### src/rtl/temp_disp_pkg.sv
`default_nettype none
// ============================================================================
// Module      : temp_disp_pkg
// Description : Shared definitions for the temperature display scanner:
//               7-segment codes (a..g on bits 0..6), scan FSM state encoding
//               and the digit-content select used by the segment decoder.
// Revision    : 1.0 - initial release
// ============================================================================
package temp_disp_pkg;

  localparam logic [6:0] c_SEG_0     = 7'h3F;
  localparam logic [6:0] c_SEG_1     = 7'h06;
  localparam logic [6:0] c_SEG_2     = 7'h5B;
  localparam logic [6:0] c_SEG_3     = 7'h4F;
  localparam logic [6:0] c_SEG_4     = 7'h66;
  localparam logic [6:0] c_SEG_5     = 7'h6D;
  localparam logic [6:0] c_SEG_6     = 7'h7D;
  localparam logic [6:0] c_SEG_7     = 7'h07;
  localparam logic [6:0] c_SEG_8     = 7'h7F;
  localparam logic [6:0] c_SEG_9     = 7'h6F;
  localparam logic [6:0] c_SEG_DASH  = 7'h40;
  localparam logic [6:0] c_SEG_E     = 7'h79;
  localparam logic [6:0] c_SEG_BLANK = 7'h00;

  // Scan slots: SLOT0 drives the ones digit, SLOT2 the hundreds/sign digit.
  typedef enum logic [1:0] {
    SLOT0 = 2'd0,
    SLOT1 = 2'd1,
    SLOT2 = 2'd2
  } scan_state_e;

  // What the decoder shows for the digit currently being scanned.
  typedef enum logic [1:0] {
    SEL_DIGIT = 2'd0,
    SEL_BLANK = 2'd1,
    SEL_DASH  = 2'd2,
    SEL_ERR   = 2'd3
  } dig_sel_e;

endpackage
`default_nettype wire

### src/rtl/temp_seg_lut.sv
`default_nettype none
// ============================================================================
// Module      : temp_seg_lut
// Description : Combinational 7-segment decoder. Shows a BCD digit, blank,
//               dash or 'E' depending on the select input.
// Ports       : code_i - BCD digit (used only when sel_i = SEL_DIGIT)
//               sel_i  - content select
//               seg_o  - segments a..g on bits 0..6, active-high
// Revision    : 1.0 - initial release
// ============================================================================
module temp_seg_lut
  import temp_disp_pkg::*;
(
  input  logic [3:0] code_i,
  input  dig_sel_e   sel_i,
  output logic [6:0] seg_o
);

  always_comb begin
    seg_o = c_SEG_BLANK;
    case (sel_i)
      SEL_DIGIT: begin
        case (code_i)
          4'd0:    seg_o = c_SEG_0;
          4'd1:    seg_o = c_SEG_1;
          4'd2:    seg_o = c_SEG_2;
          4'd3:    seg_o = c_SEG_3;
          4'd4:    seg_o = c_SEG_4;
          4'd5:    seg_o = c_SEG_5;
          4'd6:    seg_o = c_SEG_6;
          4'd7:    seg_o = c_SEG_7;
          4'd8:    seg_o = c_SEG_8;
          4'd9:    seg_o = c_SEG_9;
          // Non-BCD codes are routed to SEL_ERR upstream; blank is a safe fallback.
          default: seg_o = c_SEG_BLANK;
        endcase
      end
      SEL_BLANK: seg_o = c_SEG_BLANK;
      SEL_DASH:  seg_o = c_SEG_DASH;
      SEL_ERR:   seg_o = c_SEG_E;
      default:   seg_o = c_SEG_BLANK;
    endcase
  end

endmodule
`default_nettype wire

### src/rtl/temp_disp_scan.sv
`default_nettype none
// ============================================================================
// Module      : temp_disp_scan
// Description : Three-digit multiplexed 7-segment temperature display.
//               Accepts signed BCD samples through a valid/ready handshake
//               into a pending buffer, promotes them to the displayed value
//               on frame boundaries, scans the digits with one dead cycle per
//               slot and shows dashes when the data goes stale.
// Ports       : SYSCLK, RSTN (async, active-low)
//               sample_valid/sample_ready     - input handshake
//               sample_sign/hund/tens/ones    - signed BCD sample
//               seg[6:0], dig_en[2:0], stale  - registered display outputs
// Revision    : 1.0 - initial release
// ============================================================================
module temp_disp_scan
  import temp_disp_pkg::*;
#(
  parameter int REFRESH_DIV  = 1000,
  parameter int STALE_FRAMES = 255
) (
  input  logic       SYSCLK,
  input  logic       RSTN,
  input  logic       sample_valid,
  output logic       sample_ready,
  input  logic       sample_sign,
  input  logic [3:0] sample_hund,
  input  logic [3:0] sample_tens,
  input  logic [3:0] sample_ones,
  output logic [6:0] seg,
  output logic [2:0] dig_en,
  output logic       stale
);

  localparam int             c_CNT_W     = $clog2(REFRESH_DIV);
  localparam logic [c_CNT_W-1:0] c_CNT_MAX = c_CNT_W'(REFRESH_DIV - 1);
  localparam logic [7:0]     c_STALE_MAX = 8'(STALE_FRAMES);

  // Scan FSM
  scan_state_e          state_q, state_d;
  logic [c_CNT_W-1:0]   slot_cnt_q, slot_cnt_d;

  // Sample buffers
  logic       pend_full_q;
  logic       pend_sign_q;
  logic [3:0] pend_hund_q, pend_tens_q, pend_ones_q;
  logic       act_sign_q;
  logic [3:0] act_hund_q, act_tens_q, act_ones_q;
  logic       never_valid_q;
  logic [7:0] stale_cnt_q;

  // Output registers
  logic [6:0] seg_q;
  logic [2:0] dig_en_q;
  logic       stale_q;

  logic       w_last, w_boundary, w_accept, w_stale, w_err, w_dead;
  logic [3:0] w_code;
  dig_sel_e   w_sel;
  logic [6:0] w_lut_seg;
  logic [2:0] w_onehot;

  // ---------------------------------------------------------------- scan FSM
  always_ff @(posedge SYSCLK or negedge RSTN) begin
    if (!RSTN) begin
      state_q    <= SLOT0;
      slot_cnt_q <= '0;
    end else begin
      state_q    <= state_d;
      slot_cnt_q <= slot_cnt_d;
    end
  end

  always_comb begin
    state_d    = state_q;
    slot_cnt_d = slot_cnt_q + 1'b1;
    w_last     = (slot_cnt_q == c_CNT_MAX);
    w_boundary = w_last && (state_q == SLOT2);
    w_dead     = (slot_cnt_q == '0);
    w_onehot   = 3'b001;
    case (state_q)
      SLOT0:   w_onehot = 3'b001;
      SLOT1:   w_onehot = 3'b010;
      default: w_onehot = 3'b100;
    endcase
    if (w_last) begin
      slot_cnt_d = '0;
      case (state_q)
        SLOT0:   state_d = SLOT1;
        SLOT1:   state_d = SLOT2;
        default: state_d = SLOT0;
      endcase
    end
  end

  // --------------------------------------------------------------- handshake
  // Ready depends only on the pending flag, so a held sample blocks new ones
  // even on the boundary cycle where it is being promoted.
  assign sample_ready = ~pend_full_q;
  assign w_accept     = sample_valid & ~pend_full_q;

  always_ff @(posedge SYSCLK or negedge RSTN) begin
    if (!RSTN) begin
      pend_full_q   <= 1'b0;
      pend_sign_q   <= 1'b0;
      pend_hund_q   <= '0;
      pend_tens_q   <= '0;
      pend_ones_q   <= '0;
      act_sign_q    <= 1'b0;
      act_hund_q    <= '0;
      act_tens_q    <= '0;
      act_ones_q    <= '0;
      never_valid_q <= 1'b1;
      stale_cnt_q   <= '0;
    end else begin
      if (w_accept) begin
        pend_full_q <= 1'b1;
        pend_sign_q <= sample_sign;
        pend_hund_q <= sample_hund;
        pend_tens_q <= sample_tens;
        pend_ones_q <= sample_ones;
      end
      if (w_boundary) begin
        if (pend_full_q) begin
          pend_full_q   <= 1'b0;
          act_sign_q    <= pend_sign_q;
          act_hund_q    <= pend_hund_q;
          act_tens_q    <= pend_tens_q;
          act_ones_q    <= pend_ones_q;
          never_valid_q <= 1'b0;
          stale_cnt_q   <= '0;
        end else if (stale_cnt_q != c_STALE_MAX) begin
          stale_cnt_q   <= stale_cnt_q + 8'd1;
        end
      end
    end
  end

  // ---------------------------------------------------------- digit content
  assign w_stale = never_valid_q || (stale_cnt_q == c_STALE_MAX);
  assign w_err   = (act_sign_q && (act_hund_q != 4'd0)) ||
                   (act_hund_q > 4'd9) || (act_tens_q > 4'd9) || (act_ones_q > 4'd9);

  always_comb begin
    w_code = act_ones_q;
    w_sel  = SEL_DIGIT;
    case (state_q)
      SLOT0: begin
        w_code = act_ones_q;
        w_sel  = SEL_DIGIT;
      end
      SLOT1: begin
        w_code = act_tens_q;
        // Leading-zero suppression: tens blank only when hundreds is also 0.
        w_sel  = ((act_hund_q == 4'd0) && (act_tens_q == 4'd0)) ? SEL_BLANK : SEL_DIGIT;
      end
      default: begin
        w_code = act_hund_q;
        if (act_sign_q)                w_sel = SEL_DASH;
        else if (act_hund_q == 4'd0)   w_sel = SEL_BLANK;
        else                           w_sel = SEL_DIGIT;
      end
    endcase
    // Stale dashes take precedence over the error display.
    if (w_err)   w_sel = SEL_ERR;
    if (w_stale) w_sel = SEL_DASH;
  end

  temp_seg_lut u_seg_lut (
    .code_i (w_code),
    .sel_i  (w_sel),
    .seg_o  (w_lut_seg)
  );

  // ------------------------------------------------------------- outputs
  // First cycle of each slot is dead time so the digit drivers can switch.
  always_ff @(posedge SYSCLK or negedge RSTN) begin
    if (!RSTN) begin
      seg_q    <= c_SEG_BLANK;
      dig_en_q <= 3'b000;
      stale_q  <= 1'b1;
    end else begin
      seg_q    <= w_dead ? c_SEG_BLANK : w_lut_seg;
      dig_en_q <= w_dead ? 3'b000 : w_onehot;
      stale_q  <= w_stale;
    end
  end

  assign seg    = seg_q;
  assign dig_en = dig_en_q;
  assign stale  = stale_q;

endmodule
`default_nettype wire

### config.mk
export PLATFORM = sky130hd
export DESIGN_NAME = temp_disp_scan
export DESIGN_NICKNAME = d
export VERILOG_FILES = /design/src/rtl/temp_disp_pkg.sv /design/src/rtl/temp_seg_lut.sv /design/src/rtl/temp_disp_scan.sv
export SDC_FILE = /design/constraint.sdc
export NUM_CORES = 1
export LEC_CHECK = 0
export CAP_MARGIN = 0
export CORE_MARGIN = 2
export CORE_UTILIZATION = 51
export DETAILED_ROUTE_END_ITERATION = 7
export PLACE_DENSITY_LB_ADDON = 0.3
export SETUP_SLACK_MARGIN = 0.05
export SYNTH_ARGS = -nofsm -noshare
export SYNTH_HDL_FRONTEND = slang
export SYNTH_SLANG_ARGS = --single-unit
### constraint.sdc
create_clock -name SYSCLK -period 2 [get_ports SYSCLK]
set_input_delay 0.6 -clock SYSCLK [delete_from_list [all_inputs] [get_ports SYSCLK]]
set_output_delay 0.6 -clock SYSCLK [all_outputs]
set_load 0.005 [all_outputs]
=== After elaboration in Yosys (flattened, before gate mapping) ===
Memories as Yosys holds them, arrays and structs flattened.
Cells that the tools add are included.

* $add $sub $neg: 2
* Magnitude comparators: 3
* Equal/unequal tests: 8
* Muxes and demuxes: 18
* Bitwise operators: 2
* Reductions and logical operators: 16

{| class="wikitable"
|+ Operator list
! cell !! number
|-
| $pmux W7 S4 || 1
|-
| $mux W8 || 2
|-
| $gt A4 B4 Y1 const B || 3
|-
| $add A10 B1 Y10 const B || 1
|-
| $eq A10 B10 Y1 const B || 1
|-
| $logic_not A10 Y1 || 1
|-
| $mux W10 || 1
|-
| $add A8 B1 Y8 const B || 1
|-
| $eq A8 B8 Y1 const B || 1
|-
| $logic_not A4 Y1 || 2
|-
| $ne A8 B8 Y1 const B || 1
|-
| $pmux W2 S2 || 2
|-
| $pmux W4 S2 || 1
|-
| $mux W7 || 1
|-
| $eq A2 B2 Y1 const B || 3
|-
| $mux W2 || 3
|-
| $pmux W3 S2 || 1
|-
| $mux W1 || 5
|-
| $eq A2 B1 Y1 const B || 2
|-
| $logic_not A2 Y1 || 2
|-
| $logic_or A1 B1 Y1 || 4
|-
| $reduce_and A2 Y1 || 2
|-
| $reduce_bool A4 Y1 || 1
|-
| $logic_and A1 B1 Y1 || 3
|-
| other kinds (4) || 4
|}

* Register bits: 59
* Bits in read-only memories: 112
* Input port bits: 16
* Logic and storage cells: 66
* Memories kept: 1

{| class="wikitable"
|+ Memories
! name !! depth !! bits a word !! read ports !! clocked after Yosys merged registers in !! write ports !! line !! source
|-
| (no name shown) || 16 || 7 || 1 || 0 || 0 || temp_seg_lut.sv:23 || <nowiki>case (code_i)</nowiki>
|}

=== Logic depth before layout (Yosys ltp) ===
Gate-level depths: netlist of the first run.

* Depth in word-level cells: 10
* Mapped depth: 9
* Mapped depth without buffers: 8

=== Cells and area by module ===
Synthesis of the first run repeated with hierarchy kept, for this count alone.

* Cells, all modules: 260
* Area total of the unflattened synthesis: 2,954.1 sq um

{| class="wikitable"
|+ By module, submodules not included
! module !! instances !! cells an instance !! area an instance (sq um)
|-
| temp_disp_scan || 1 || 225 || 2,703.8
|-
| temp_seg_lut || 1 || 35 || 250.2
|}

=== Worst setup path after synthesis of the first run ===
No wires, ideal clock.

* Kind: flip-flop to flip-flop
* From: register slot_cnt_q[0]
* To: register act_hund_q[0]
* Arrival: 1.952 ns
* Required time: 1.875 ns
* Slack: -0.077 ns
* Stages on the path, launching flop included: 10
* Path buffers: 3
* Clock period less this slack: 2.077 ns
* Cell sequence: dfrtp_1 -> ha_1 -> and4_1 -> and4_1 -> buf_6 -> nand3b_4 -> or2_1 -> buf_6 -> buf_8 -> mux2_4

* Word-level cells in the longest chain between the ends: 3

{| class="wikitable"
|+ Ends and longest elaborated chain
! what !! line !! source
|-
| from (decl) || temp_disp_scan.sv:40 || <nowiki>logic [c_CNT_W-1:0] slot_cnt_q, slot_cnt_d;</nowiki>
|-
| from (signal assigned) || temp_disp_scan.sv:69 || <nowiki>slot_cnt_q <= slot_cnt_d;</nowiki>
|-
| $eq A10 B10 Y1 || temp_disp_scan.sv:76 || <nowiki>w_last = (slot_cnt_q == c_CNT_MAX);</nowiki>
|-
| $logic_and A1 B1 Y1 || temp_disp_scan.sv:77 || <nowiki>w_boundary = w_last && (state_q == SLOT2);</nowiki>
|-
| $reduce_and A2 Y1 (no source line) || -- ||
|-
| to (signal assigned) || temp_disp_scan.sv:126 || <nowiki>act_hund_q <= pend_hund_q;</nowiki>
|-
| to (decl) || temp_disp_scan.sv:47 || <nowiki>logic [3:0] act_hund_q, act_tens_q, act_ones_q;</nowiki>
|}

No other way between the ends.
A chain may end at the register's enable or synchronous reset.

=== Final worst setup path of the first run ===
* From: register stale_q, in the netlist stale
* To: output port stale

{| class="wikitable"
|+ RTL lines
! what !! line !! source
|-
| from (decl) || temp_disp_scan.sv:54 || <nowiki>logic stale_q;</nowiki>
|-
| from (signal assigned) || temp_disp_scan.sv:184 || <nowiki>stale_q <= w_stale;</nowiki>
|-
| to (decl) || temp_disp_scan.sv:31 || <nowiki>output logic stale</nowiki>
|}

No word-level cell between the ends.

==> run summary, run 1 <==
Initial Util = 52.54%
Synth Instances = 256
Vias in the first global route = 2079
Clock buffer depth = 2
Number of routed nets with antenna violations = 0
Nets = 342
Boundary Pins = 28
Post-synthesis sequential area ratio = 51.44%
CP Class = reg2out
Post-DP HPWL = 3.970 mm
Critical Path Source Type = flop
Layout cells sized above 1 = 28.48%
Synth cell types = 47
Mapped Nets = 280
Most common cell after layout, fill and taps aside = dfrtp_1
Max transition margin = 66.57%
CTS hold repair buffers = 0
GRT Total Usage = 20.26%
Clock transition at path regs = 0.07 ns
First-pass GRT wire length = 9.763 mm
Syn-to-layout area delta = 30.24%
Sink Count = 59
Grt total ovfl = 0
Synth Register Bits = 59
Max-slew violations = 0
Pre-antenna DRT Iters = 4
RSZ-0062 raised after global routing = yes
Cell area after synthesis = 2875 um^2
Async S/R FF share, synth = 100.0%
Final Skew = 0.008446 ns
Synth Warn # = 0
Fin Setup TNS = 0 ns
Worst-Skew Late Latency = 0.34 ns
Pwr per Cell Area = 703.4 nW/um^2
Vias = 2162
Period Utilization, post-route = 96.26%
Gpl congestion = 0.8645
Clk root buf = clkbuf_8
Critical path's largest stage delay = 0.51 ns
CTS buffer count = 9
LEAKAGE = 1.719 nW
Outcome = finished, final reports clean
Worst hold path class = in2async
Max-Cap Viols = 0
Max FO, Critical Path = 1
Worst path required time = 1.40 ns
Hold Fails Final Rpt = 0
Most frequent cells in the layout = dfrtp_1 (56), buf_4 (32), clkdlybuf4s50_1 (26), nor2_1 (17), mux2_2 (16)
# fillers = 401
Routed wire per std cell = 15.26 um
CP arrival = 1.33 ns
Core area = 5473 um^2
FP Rows = 27
DRT iter0 DRCs = 126
Worst vdd ir = 423.6 uV
Slew @ Worst Pin = 0.5014 ns
Largest net degree at the start of global routing = 35
Die Wd = 79.09 um
Post-route minimum period = 1.925 ns
Slowest-stage cell, CP = dfstp_2
IO buf count = 27
Highest clock rate = 519.4 MHz
Diodes inserted = 0
Antenna violations before repair = 0
Average instance area after synthesis = 11.23 um^2
Vert. Die Dim = 79.09 um
CP Cell Sequence = clkdlybuf4s50_1
Post-synth EDFFs = 0
Area post-placement = 3390 um^2
Number of remaining DRC errors = 0
Dominant synthesized flop cell = dfrtp_1
# setup viols final = 0
Via density = 5.473
Final Cell Area = 3745 um^2
DRT Wirelength = 6.026 mm
CP endpoint kind = primary output
Die area = 6254 um^2
CP delay by family, top = flip-flops
H-tree Lvls = 3
Worst Path Buf+Inv = 1
TritonCTS clock tree = yes
where the power goes:
group          internal [W]  switching, W  leakage, nW
sequential          0.00123     0.0000199        0.734
clock              0.000832      0.000466        0.115
combinational     0.0000549     0.0000341        0.870
total               0.00211      0.000520         1.72
path summary, 6_finish.rpt:
| check | depth (start not counted) | slack (ns) | start | endpoint |
|---|---|---|---|---|
| min in group SYSCLK | 1 | 0.49 | pend_ones_q[1] | act_ones_q[1] |
| setup reg to reg | 7 | 0.08 | slot_cnt_q[1] | act_tens_q[1] |
| max in group asynchronous | 2 | 1.21 | RSTN | state_q[0] |
| hold reg to reg | 1 | 0.49 | pend_ones_q[1] | act_ones_q[1] |
| setup / recovery | 1 | 0.07 | stale | stale |
| hold / removal | 1 | 0.22 | RSTN | slot_cnt_q[4] |
Yosys cell counts, types with 4 or more instances:
library cell  count  area share, %
o21ai_0          15            2.6
or4_1             4            1.0
nor2_1           17            2.2
mux2_4            8            4.2
inv_1             7           0.91
ha_1              8            3.5
a21oi_1          13            2.3
nor2b_1           6            1.3
mux2_1            6            2.3
nand2_1          14            1.8
a31oi_1           4           0.87
mux2_2           16            6.3
nor3_1            9            1.6
clkbuf_1          5           0.65
dfrtp_1          57             50
mux2i_1           5            1.7
nand3_1           9            1.6
kinds of logic after synthesis:
group	Yosys count	synth area share, %
muxes	35	14.53
DFF	59	51.44
and+or+nand+nor	85	16.10
xor gates and xnor gates	5	1.523
buffers and inverters	18	3.394
AOI/OAI and AO/OA	46	9.530
adders and majority gates	8	3.481
registers in the layout (all words and copies together) (netlist names):
register and flops:
pend_sign_q 1, never_valid_q 1, stale 1, act_sign_q 1, act_ones_q 4, pend_tens_q 4, stale_cnt_q 8, dig_en 3
pend_ones_q 4, pend_hund_q 4, seg 7, slot_cnt_q 10, pend_full_q 1, state_q 2, act_hund_q 4, act_tens_q 4
per-layer routing:
metal  vias up  part of all wire, %  track usage (%)
met3        11                  3.4            3.523
met1      1052                   45            26.35
met5         -                    0                0
li1       1046                    -                -
met2        53                   50            32.29
met4         0                  1.6            11.03
what timing repair did:
action,CTS,global route
pin swaps,0,1
setup buffers,2,5
resized for setup,5,11
cloned,0,1
setup endpoints to repair,8,20
cell type report:
| cell class | instances | area, um^2 | area share (%) |
|---|---|---|---|
| inverter | 7 | 26.28 | 0.7016 |
| sequential | 59 | 1480 | 39.53 |
| tap | 72 | 90.09 | 2.406 |
| clock inverter | 4 | 98.84 | 2.639 |
| clock buffer | 12 | 135.1 | 3.608 |
| multi-input combinational | 179 | 1344 | 35.88 |
| timing repair buffer | 62 | 570.5 | 15.24 |
worst reg2reg max path, delay by kind of cell, from the launching register on:
family / cells / cell delay [ns]
simple gates: 4 / 0.82
buf+inv: 1 / 0.17
flops: 1 / 0.35
fa+ha+maj: 1 / 0.18
mux: 1 / 0.29
metrics by stage:
stage | worst slack, ns | hold slack [ns] | std cells | power [W] | utilization, %
after floorplan | -0.06417 | 0.3044 | 256 | 0.001292 | -
after global placement | 0.05834 | 0.4636 | 371 | 0.001355 | 61.93
after detailed placement | 0.02244 | 0.4723 | 371 | 0.001361 | 61.93
after CTS | 0.05747 | 0.2251 | 389 | 0.002659 | 66.71
after global routing | 0.02767 | 0.2419 | 395 | 0.002725 | 68.43
final | 0.07474 | 0.2211 | 395 | 0.002634 | 68.43
No activity file was read; power rests on OpenSTA's default activity.
==> inputs of run 2 (changes only) <==
--- a/config.mk
+++ b/config.mk
@@ -5,12 +5,13 @@
 export SDC_FILE = /design/constraint.sdc
 export NUM_CORES = 1
 export LEC_CHECK = 0
+export ABC_AREA = 1
 export CAP_MARGIN = 0
 export CORE_MARGIN = 2
 export CORE_UTILIZATION = 51
 export DETAILED_ROUTE_END_ITERATION = 7
 export PLACE_DENSITY_LB_ADDON = 0.3
-export SETUP_SLACK_MARGIN = 0.05
+export SETUP_SLACK_MARGIN = 0.02
 export SYNTH_ARGS = -nofsm -noshare
 export SYNTH_HDL_FRONTEND = slang
 export SYNTH_SLANG_ARGS = --single-unit
==> constraint.sdc (replaced) <==
create_clock -name SYSCLK -period 2 [get_ports SYSCLK]
set_input_delay 0.6 -clock SYSCLK [delete_from_list [all_inputs] [get_ports SYSCLK]]
set_output_delay 0.6 -clock SYSCLK [all_outputs]
set_load 0.01 [all_outputs]
==> run summary, run 2 <==
Placed Cells = 465
Vert. Die Dim = 80.82 um
Max-Cap Viols = 0
Number of remaining DRC errors = 0
Top post-synthesis cells by count = nand2_1 (81), nor2_1 (58), dfrtp_1 (57)
Count leader, synth = nand2_1
Top reg by flops = slot_cnt_q
Period Utilization, post-route = 96.52%
# setup viols final = 0
Synth Register Bits = 59
Gpl congestion = 0.8519
DRT iter0 DRCs = 81
Boundary Pins = 28
Non-Filler Instances = 481
Post-DP HPWL = 3.826 mm
CP arrival = 1.33 ns
Slew @ Worst Pin = 0.3764 ns
Worst hold path class = in2async
Synth Warn # = 0
Largest net degree at the start of global routing = 33
Max FO, Critical Path = 2
Compound-Gate Fraction of Synth Area = 9.563%
CP endpoint kind = primary output
First-pass GRT wire length = 8.970 mm
Max-slew violations = 0
DRT Wirelength = 5.301 mm
Max transition margin = 74.90%
Post-synth EDFFs = 0
Vias = 2305
Clock buffer depth = 2
Fin Setup TNS = 0 ns
Synth Instances = 365
Clock transition at path regs = 0.07 ns
Clk root buf = clkbuf_8
Xor/xnor share of the synthesized area = 1.746%
Post-synthesis sequential area ratio = 49.15%
Synth cell types = 34
CP delay by family, top = buffers and inverters
Layout cells sized above 1 = 14.91%
Max reg flops = 10
Core Util, Final = 64.15%
Dominant synthesized flop cell = dfrtp_1
Outcome = finished, final reports clean
Post-route worst setup slack = 0.06956 ns
Worst vdd ir = 441.9 uV
FP Rows = 27
Slowest-stage cell, CP = clkdlybuf4s50_1
Diodes inserted = 0
Sink Count = 59
Die Wd = 80.82 um
Post-route minimum period = 1.930 ns
Cell area after synthesis = 3009 um^2
Worst-Skew Late Latency = 0.33 ns
CP Cell Sequence = inv_1, clkdlybuf4s50_1
Critical Path Source Type = flop
Worst path required time = 1.40 ns
CTS buffer count = 9
Most frequent cells in the layout = nand2_1 (81), nor2_1 (57), dfrtp_1 (56), inv_1 (49), clkdlybuf4s50_1 (25)
CTS hold repair buffers = 0
Critical path's largest stage delay = 0.53 ns
IO buf count = 27
RSZ-0062 raised after global routing = no
Initial Util = 53.66%
LEAKAGE = 1.765 nW
Average instance area after synthesis = 8.244 um^2
Post-synth top area share = 47.40%
Pwr Total = 0.002377 W
Yosys top cell by area = dfrtp_1
H-tree Lvls = 3
Largest family of logic cells by synthesized area = simple AND/OR/NAND/NOR gates
Async S/R FF share, synth = 100.0%
GRT Total Usage = 18.18%
Post-synthesis simple-gate area fraction = 28.27%
Die area = 6531 um^2
Via density = 4.792
Final Skew = 0.009186 ns
Synth area leaders = dfrtp_1 (47%), nand2_1 (10%), nor2_1 (7.2%), inv_1 (6.1%), o21ai_2 (4.1%)
Place WS = 0.1529 ns
Hold Fails Final Rpt = 0
Adder-Cell Fraction of Synth Area = 3.326%
Mux contribution to synthesized area = 0%
Setup bufs post-CTS = 0
Nets = 428
Pwr per Cell Area = 660.9 nW/um^2
Grt total ovfl = 0
Antenna violations before repair = 0
Worst Path Buf+Inv = 2
TritonCTS clock tree = yes
Highest clock rate = 518.0 MHz
Most common cell after layout, fill and taps aside = nand2_1
CP Class = reg2out
Number of routed nets with antenna violations = 0
Vias in the first global route = 2012
Routed wire per std cell = 11.02 um
Pre-antenna DRT Iters = 4
Syn-to-layout area delta = 19.54%
Core area = 5608 um^2
Mapped Nets = 389
run 2: cell types whose count changed after synthesis, moves of 7 or more:
cell     change
nand2_1     +67
inv_1       +42
nor2_1      +41
mux2_2      -16
o21ai_2     +14
mux2_4       -8
o21ai_0      -8
nand2_2      +7
run 2: area by class of cell:
cell class / count / area, um^2
clock buffer: 12 / 145.1
fill: 500 / 2011
sequential: 59 / 1480
tap: 72 / 90.09
clock inverter: 4 / 50.05
multi-input combinational: 248 / 1304
timing repair buffer: 35 / 336.6
inverter: 51 / 191.4
run 2: cells by family after synthesis:
family,count (synthesis)
XOR/XNOR,6
adder cells (fa/ha/maj),8
AND/OR/NAND/NOR,189
AO/OA/AOI/OAI,45
buffers and inverters,58
flip-flops,59
run 2: through the flow:
step | cell area [um^2] | hold slack (ns)
floorplan | 3009 | 0.3044
global placement | 3390 | 0.4562
detailed placement | 3390 | 0.4545
CTS | 3583 | 0.1749
global route | 3597 | 0.1841
finish | 3597 | 0.1712
run 2: worst reg2reg max path, stage by stage, from the launching register on:
cell and delay, ns:
dfrtp_1 0.41, ha_1 0.24, nand2_2 0.08, nor2_1 0.11, and3_4 0.29, nand3_4 0.30
nand2_1 0.19, o21ai_2 0.06
run 2: final timing paths:
| kind | from | end | slack [ns] | cells past startpoint |
|---|---|---|---|---|
| max | pend_full_q | sample_ready | 0.07 | 2 |
| min | RSTN | slot_cnt_q[5] | 0.17 | 1 |
| max reg2reg | slot_cnt_q[0] | act_hund_q[2] | 0.20 | 7 |
| min reg2reg | never_valid_q | never_valid_q | 0.46 | 2 |
| max in group asynchronous | RSTN | never_valid_q | 1.27 | 2 |
| min in group SYSCLK | never_valid_q | never_valid_q | 0.46 | 2 |
run 2: metal layers:
metal | part of all wire [%] | wire length [um] | GRT usage [%]
met1 | 49 | 2590 | 24.24
met2 | 46 | 2428 | 27.44
met3 | 3.0 | 157 | 4.111
met4 | 2.4 | 125 | 10.17
met5 | 0 | 0 | 0
run 2: report_power, final:
group          internal, W  leakage [nW]  total (W)  switching [W]
clock             0.000608        0.0926    0.00107       0.000459
combinational    0.0000397         0.965  0.0000889      0.0000493
sequential         0.00122         0.707    0.00122     0.00000537
run 2: repair_timing:
item                                    CTS  global route
pin swaps                                 0             0
endpoints found under the setup margin    1             4
endpoints found under the hold margin     0             0
resized for setup                         1             4
==> inputs of run 3 (changes only) <==
==> constraint.sdc (replaced) <==
create_clock -name SYSCLK -period 2 [get_ports SYSCLK]
set_input_delay 0.2 -clock SYSCLK [delete_from_list [all_inputs] [get_ports SYSCLK]]
set_output_delay 0.2 -clock SYSCLK [all_outputs]
set_load 0.01 [all_outputs]
==> run summary, run 3 (synthesis results as in run 2) <==
DRT Wirelength = 5.390 mm
Max FO, Critical Path = 7
Number of remaining DRC errors = 0
CP endpoint kind = flop
Routed wire per std cell = 11.21 um
FP Rows = 27
Die area = 6531 um^2
CTS buffer count = 9
Max-slew violations = 0
Worst hold path class = in2async
Final Skew = 0.008227 ns
GRT Total Usage = 18.97%
Top reg by flops = slot_cnt_q
Pwr per Cell Area = 693.3 nW/um^2
Nets = 428
Die Wd = 80.82 um
Clock transition at path regs = 0.07 ns
Post-route worst setup slack = 0.2277 ns
Most frequent cells in the layout = nand2_1 (81), nor2_1 (57), dfrtp_1 (56), inv_1 (49), clkdlybuf4s50_1 (26)
Max transition margin = 69.76%
Period Utilization, post-route = 88.62%
Via density = 4.823
Layout cells sized above 1 = 15.16%
LEAKAGE = 1.770 nW
Clk root buf = clkbuf_8
Sink Count = 59
# setup viols final = 0
Pre-antenna DRT Iters = 4
Max-Cap Viols = 0
Outcome = finished, final reports clean
Number of routed nets with antenna violations = 0
Place WS = 0.1549 ns
Most common cell after layout, fill and taps aside = nand2_1
Worst-Skew Late Latency = 0.34 ns
Clock buffer depth = 2
Boundary Pins = 28
Vias = 2320
Hold Fails Final Rpt = 0
Largest net degree at the start of global routing = 43
Gpl congestion = 0.8588
RSZ-0062 raised after global routing = yes
Slew @ Worst Pin = 0.4519 ns
Post-route minimum period = 1.772 ns
Post-DP HPWL = 3.763 mm
Vias in the first global route = 2149
Syn-to-layout area delta = 21.04%
IO buf count = 27
Core area = 5608 um^2
CP Class = reg2reg
TritonCTS clock tree = yes
H-tree Lvls = 3
First-pass GRT wire length = 9.508 mm
Initial Util = 53.66%
Highest clock rate = 564.2 MHz
Antenna violations before repair = 0
DRT iter0 DRCs = 137
Grt total ovfl = 0
Worst path required time = 2.23 ns
Worst vdd ir = 445.9 uV
Fin Setup TNS = 0 ns
Critical Path Source Type = flop
WHS = 0.3123 ns
Vert. Die Dim = 80.82 um
Setup bufs post-CTS = 0
Max reg flops = 10
CP arrival = 2.00 ns
Diodes inserted = 0
==> run 3: path summary, 6_finish.rpt <==
path | slack [ns] | cells after the start | to | from
worst max-delay path | 0.23 | 10 | seg[3] | state_q[1]
worst min-delay path | 0.31 | 2 | slot_cnt_q[4] | RSTN
worst max register to register | 0.23 | 10 | seg[3] | state_q[1]
worst min register to register | 0.47 | 2 | never_valid_q | never_valid_q
max in group asynchronous | 1.07 | 3 | never_valid_q | RSTN
min in group SYSCLK | 0.43 | 3 | pend_tens_q[1] | sample_tens[1]
==> run 3: layout make-up <==
class / count / area (um^2)
Timing Repair Buffer: 34 / 332.8
Clock inverter: 6 / 88.84
Tap cell: 72 / 90.09
Fill cell: 497 / 1966
Clock buffer: 10 / 137.6
Inverter: 51 / 191.4
Sequential cell: 59 / 1480
Multi-Input combinational cell: 249 / 1321
==> run 3: repair_timing <==
item / CTS / global route
hold endpoints to repair: 17 / 0
hold buffers: 1 / 0
setup endpoints to repair: 0 / 9
gates resized for setup: 0 / 5
==> run 3: routing by layer <==
metal	wire [um]	part of all wire, %	GRT usage, %	vias up
li1	-	-	-	1229
met4	98	1.8	9.831	0
met2	2510	47	29.75	51
met5	0	0	0	-
met1	2559	47	24.75	1031
met3	221	4.1	4.111	9
==> run 3: worst max-delay path: stages (launching register included) <==
cell,delay [ns]
dfrtp_2,0.49
nor2_4,0.15
inv_1,0.08
nor2_1,0.13
nor2_2,0.09
ha_1,0.28
inv_1,0.03
nand4_1,0.11
nand3_1,0.08
a21oi_1,0.14
nor2_1,0.07
==> run 3: report_power, final <==
part | total [W] | switching, W | internal (W)
logic | 0.0000880 | 0.0000483 | 0.0000397
clock network | 0.00122 | 0.000481 | 0.000734
registers | 0.00122 | 0.00000590 | 0.00122
total | 0.00253 | 0.000535 | 0.00199
==> run 3: stage by stage <==
step / power (W) / utilization, % / area (um^2) / cells
3_3_place_gp: 0.001330 / 60.17 / 3374 / 463
2_1_floorplan: 0.001270 / - / 3009 / 365
5_1_grt: 0.002626 / 64.95 / 3642 / 481
6_report: 0.002525 / 64.95 / 3642 / 481
3_5_place_dp: 0.001334 / 60.17 / 3374 / 463
4_1_cts: 0.002549 / 64.39 / 3611 / 480
